===== config.mk =====
export PLATFORM = sky130hd
export DESIGN_NAME = stable_vector_synchronizer
export DESIGN_NICKNAME = d
export VERILOG_FILES = /design/src/rtl/stable_vector_synchronizer.sv
export SDC_FILE = /design/constraint.sdc
export NUM_CORES = 1
export LEC_CHECK = 0
export ABC_CLOCK_PERIOD_IN_PS = 2029
export CORE_MARGIN = 10
export CORE_UTILIZATION = 42
export CTS_BUF_LIST = sky130_fd_sc_hd__clkbuf_16
export DETAILED_ROUTE_END_ITERATION = 6
export SLEW_MARGIN = 20
export SYNTH_ARGS = -nofsm -noshare
export SYNTH_HDL_FRONTEND = slang
export SYNTH_SLANG_ARGS = --single-unit
export TNS_END_PERCENT = 5

===== constraint.sdc =====
create_clock -name clock -period 2.03 [get_ports clock]
set_input_delay 0.3045 -clock clock [delete_from_list [all_inputs] [get_ports clock]]
set_output_delay 0.3045 -clock clock [all_outputs]
set_load 0.1 [all_outputs]

===== src/rtl/stable_vector_synchronizer.sv =====
// stable_vector_synchronizer
// Brings an asynchronous multi-bit vector into the clock domain through a
// per-bit flop chain. The synchronized value reaches data_out only after it
// has held one identical value for STABLE_CYCLES consecutive samples, so bit
// skew and short glitches never produce intermediate output codes.
module stable_vector_synchronizer #(
   parameter int               WIDTH         = 8,
   parameter int               STAGES        = 2,
   parameter int               STABLE_CYCLES = 4,
   parameter logic [WIDTH-1:0] RESET_VALUE   = '0
) (
   input  logic             clock,
   input  logic             reset,
   input  logic [WIDTH-1:0] data_in,
   output logic [WIDTH-1:0] data_out,
   output logic             update,
   output logic             busy
);

   localparam int             CNT_W      = (STABLE_CYCLES > 1) ? $clog2(STABLE_CYCLES) : 1;
   localparam logic [CNT_W-1:0] CNT_ONE  = CNT_W'(1);
   localparam logic [CNT_W-1:0] CNT_LAST = CNT_W'(STABLE_CYCLES - 1);
   localparam bit             SINGLE     = (STABLE_CYCLES == 1);

   typedef enum logic {
      IDLE,
      SETTLING
   } state_t;

   state_t                       state;
   state_t                       state_nxt;
   logic [STAGES-1:0][WIDTH-1:0] sync_chain;
   logic [WIDTH-1:0]             s;
   logic [WIDTH-1:0]             cand;
   logic [WIDTH-1:0]             cand_nxt;
   logic [CNT_W-1:0]             cnt;
   logic [CNT_W-1:0]             cnt_nxt;
   logic [WIDTH-1:0]             out_nxt;
   logic                         update_nxt;

   // Plain flop chain per bit; nothing between stages so each bit gets the
   // full resolution time of every stage.
   always_ff @(posedge clock) begin
      if (reset) begin
         sync_chain <= {STAGES{RESET_VALUE}};
      end else begin
         sync_chain <= {sync_chain[STAGES-2:0], data_in};
      end
   end

   assign s = sync_chain[STAGES-1];

   // State register of the stability filter.
   always_ff @(posedge clock) begin
      if (reset) begin
         state <= IDLE;
      end else begin
         state <= state_nxt;
      end
   end

   // Stability filter: track a candidate and commit it once it has been seen
   // STABLE_CYCLES times in a row; any other value restarts the window, and
   // a return to the committed value abandons the candidate silently.
   always_comb begin
      state_nxt  = state;
      cand_nxt   = cand;
      cnt_nxt    = cnt;
      out_nxt    = data_out;
      update_nxt = 1'b0;
      case (state)
         IDLE: begin
            if (s != data_out) begin
               if (SINGLE) begin
                  out_nxt    = s;
                  update_nxt = 1'b1;
               end else begin
                  cand_nxt  = s;
                  cnt_nxt   = CNT_ONE;
                  state_nxt = SETTLING;
               end
            end
         end
         SETTLING: begin
            if (s == data_out) begin
               state_nxt = IDLE;
            end else if (s != cand) begin
               cand_nxt = s;
               cnt_nxt  = CNT_ONE;
            end else if (cnt == CNT_LAST) begin
               out_nxt    = cand;
               update_nxt = 1'b1;
               state_nxt  = IDLE;
            end else begin
               cnt_nxt = cnt + CNT_ONE;
            end
         end
         default: begin
            state_nxt = IDLE;
         end
      endcase
   end

   // Candidate, counter and registered outputs; reset discards any
   // in-flight candidate.
   always_ff @(posedge clock) begin
      if (reset) begin
         cand     <= RESET_VALUE;
         cnt      <= '0;
         data_out <= RESET_VALUE;
         update   <= 1'b0;
      end else begin
         cand     <= cand_nxt;
         cnt      <= cnt_nxt;
         data_out <= out_nxt;
         update   <= update_nxt;
      end
   end

   assign busy = (state == SETTLING);

endmodule


==> results by stage <==
Run status:
- The run finished with clean final reports.

Global routing:
- Entering global routing, the biggest net connects 20 pins.
- The first global-routing pass estimated 4890 um of wire.
- For this run, the total global-route usage over all layers was measured as 0.0975.
- The number of global-route vias before repair is ~1100.
- Summed over all layers, the global routing overflow is 0.
- The number of antenna violations at the first check in global routing is 0.

STA:
- The worst pin sits at a relative slew slack of 0.759.
- The achievable clock frequency is approximately 570 MHz.
- The worst path in the final design needs a cycle of between 1500 and 2000 ps, including I/O delays and setup.
- The part of the cycle the worst path needs is 0.866.
- The clock skew after layout is roughly 2.7 ps.
- The number of endpoints with negative hold slack in the final report came to 0.
- Setup violations remaining at the end of the flow were counted as 0.
- Setup repair after global routing left no endpoint under its margin.
- The total negative slack is 0 ps.
- The pin slew with the least headroom to its limit is between 300 and 400 ps.
- The final count of pins violating max slew is 0.

Die:
- 20 I/O pins were placed.
- The width of the die is just under 80 um.
- The total area inside the core boundary comes to ~3300 sq um.
- The floorplan step defined a die boundary enclosing 6170 sq um.
- For this configuration, the core starts out at a cell density of 0.432.
- From bottom edge to top edge, the die measures 78.6 um.
- The floorplan has 21 rows.

Synth:
- In the synthesized netlist, the number of instances is between 100 and 150.
- The leading cell type by number of instances after synthesis is sky130_fd_sc_hd__dfxtp_1.
- The mean area per synthesized cell is 9.74 sq um.
- Yosys attributes the largest share of cell area to sky130_fd_sc_hd__dfxtp_1, sky130_fd_sc_hd__nor2b_1, sky130_fd_sc_hd__a21oi_1.
- The Yosys step of the flow raised 0 warnings.
- Yosys mapped a number of flops with a built-in enable equal to 0.
- Synthesis produced a netlist with a net count of between 150 and 200.
- The share of async-settable or async-resettable flops after synthesis is 0.
- After synthesis, the netlist uses 26 different library cells.
- The most used flip-flop cell after synthesis is sky130_fd_sc_hd__dfxtp_1.
- Of the synthesized area, sequential elements account for 0.500.
- In the synthesized netlist, the cells that appear most often are sky130_fd_sc_hd__dfxtp_1, sky130_fd_sc_hd__a21oi_1, sky130_fd_sc_hd__nor2b_1, sky130_fd_sc_hd__nand3_1.
- After synthesis the cells add up to about 1400 sq um.
- The top cell type's share of synthesized area is 0.500.
- The largest total area in the synthesized netlist belongs to sky130_fd_sc_hd__dfxtp_1.
- The register bit total from synthesis is 36.

Detailed routing:
- Dividing the detail-routed wire length by the instance count gives ~13 um.
- The total via count in the routed design is around 1100.
- For this run, design rule violations remaining after detail routing come to 0.
- The average via count per standard cell is slightly above 5.
- The first TritonRoute pass finished after 4 iterations.
- The wire length after detailed routing is slightly below 3000 um.
- In this run the remaining antenna-violating nets after routing total 0.
- The number of DRC markers after the initial detailed-route iteration is between 70 and 80.

Layout:
- The layout net count is between 150 and 200.
- The final antenna diode count is 0.
- Of the cells placed in the final design, the portion with a size suffix greater than 1 is 0.247.
- Excluding fillers, the count of instances in the completed layout stands at 220.
- The growth of design area from synthesis to finish is 26.7%.

Worst setup path:
- The number of buffer and inverter instances along the worst setup path is 0.
- The largest delay contributor family on the critical path is simple AND/OR/NAND/NOR gates.
- The arrival time of the worst setup path is around 1900 ps.
- Traced cell by cell, the critical path runs through xnor2_1 > nand4_1 > or4_4 > o21ai_1 > a21oi_1.
- STA classifies the critical path endpoint as a flop.
- Along the worst path, the maximum fanout reaches 9.
- The type of element launching the critical path is a flop.
- The largest single stage delay on the critical path is 660 ps.
- The critical path is of the reg -> reg type.
- At the worst endpoint, the required time is 2190 ps.
- The cell at the slowest stage of the critical path is sky130_fd_sc_hd__or4_4.

Clock network:
- The total number of H-tree levels is 2.
- The CTS tree is built.
- The later pin in the worst-skew pair is clocked with a latency of ~280 ps.
- The tree is rooted in a sky130_fd_sc_hd__clkbuf_16.
- The clock drives 36 sinks.
- Clock-pin slew was measured on the worst setup and hold paths at 50 ps.
- The buffer count from post-CTS setup fixing is 0.
- The clock passes through at most 2 buffers.
- Post-CTS repair changed the size of 0 cells.
- The number of buffers created by CTS is 5.
- Hold repair after CTS inserted 0 buffers.

Job:
- The number of max-cap violations is 0.

Place:
- Routability-driven placement finished with a final weighted congestion of just over 0.8.
- The number of placed instances, taps included, is between 200 and 250.
- Detailed placement ended at an HPWL of between 2000 and 2500 um.
- The total of buffers placed on input and output ports is 19.

Pwr:
- For this design the ratio of total power to cell area is 885 nW/um^2.
- The maximum ir drop on the vdd rail is slightly above 500 uV.
- The leakage power total is roughly 0.0007 uW.

Worst hold path:
- The worst hold-check path type is reg -> reg.
-- cells by family after synthesis --
logic type,share of synthesized area
simple gates,0.205
buf+inv,0.0434
xor+xnor,0.0972
fa+ha+maj,0.00868
flops,0.500
compound gates,0.146
-- layout make-up --
type | instances | area, sq um
Tap cell | 46 | 57.6
Clock buffer | 5 | 125
Inverter | 1 | 3.75
Clock inverter | 2 | 7.51
Multi-Input combinational cell | 101 | 662
Fill cell | 318 | 1510
Sequential cell | 36 | 731
Timing Repair Buffer | 29 | 240
-- power breakdown --
group          total, uW  internal (uW)  switching, uW
clock                697            438            259
sequential           751            733           17.8
combinational        169           73.1           95.5
total               1620           1240            372
-- routing by layer --
metal / track usage / vias up / wire [um]
li1: - / 560 / -
met1: 0.110 / 534 / 1350
met2: 0.159 / 19 / 1390
met3: 0.0467 / 7 / 144
met4: 0.0323 / 0 / 42
met5: 0 / - / 0
-- registers in the layout, summed over array words and instances (netlist names) --
| register | cells |
|---|---|
| busy | 1 |
| cand | 8 |
| cnt | 2 |
| data_out | 8 |
| s | 8 |
| sync_chain | 8 |
| update | 1 |
-- per-stage QoR --
| stage | setup slack (ps) | instance area (sq um) | power [uW] | hold slack (ps) | utilization |
|---|---|---|---|---|---|
| floorplan | 12.8 | 1450 | 879 | 414 | - |
| global placement | 100 | 1690 | 930 | 419 | 0.507 |
| detailed placement | 86.4 | 1690 | 934 | 425 | 0.507 |
| CTS | 73.6 | 1820 | 1640 | 437 | 0.546 |
| global route | 170 | 1830 | 1680 | 452 | 0.547 |
| finish | 271 | 1830 | 1620 | 433 | 0.547 |
-- worst reg2reg max path: cells and delay by family (launching register included) --
| kind | cells | cell delay, ps |
|---|---|---|
| compound gates | 2 | 240 |
| xor+xnor | 1 | 160 |
| flops | 1 | 390 |
| simple gates | 2 | 850 |
-- cell usage in the layout, fill, tap and decap left out, drive strengths merged --
cell,count
a21oi,19
a311oi,1
and2,1
buf,20
clkbuf,5
clkdlybuf4s50,9
clkinv,2
dfxtp,36
ha,1
inv,1
nand2,4
nand3,11
nand3b,7
nand4,1
nor2b,16
nor3,4
nor3b,1
nor4,2
o21ai,16
or4,1
xnor2,8
xor2,8
-- final timing paths --
path / slack [ps] / from / endpoint / cells after the start
min reg2reg: 430 / sync_chain[1] / s[1] / 1
min: 430 / sync_chain[1] / s[1] / 1
max: 270 / s[3] / data_out[4] / 5
max reg2reg: 270 / s[3] / data_out[4] / 5
Note: power is estimated with default switching activity, not from simulation.
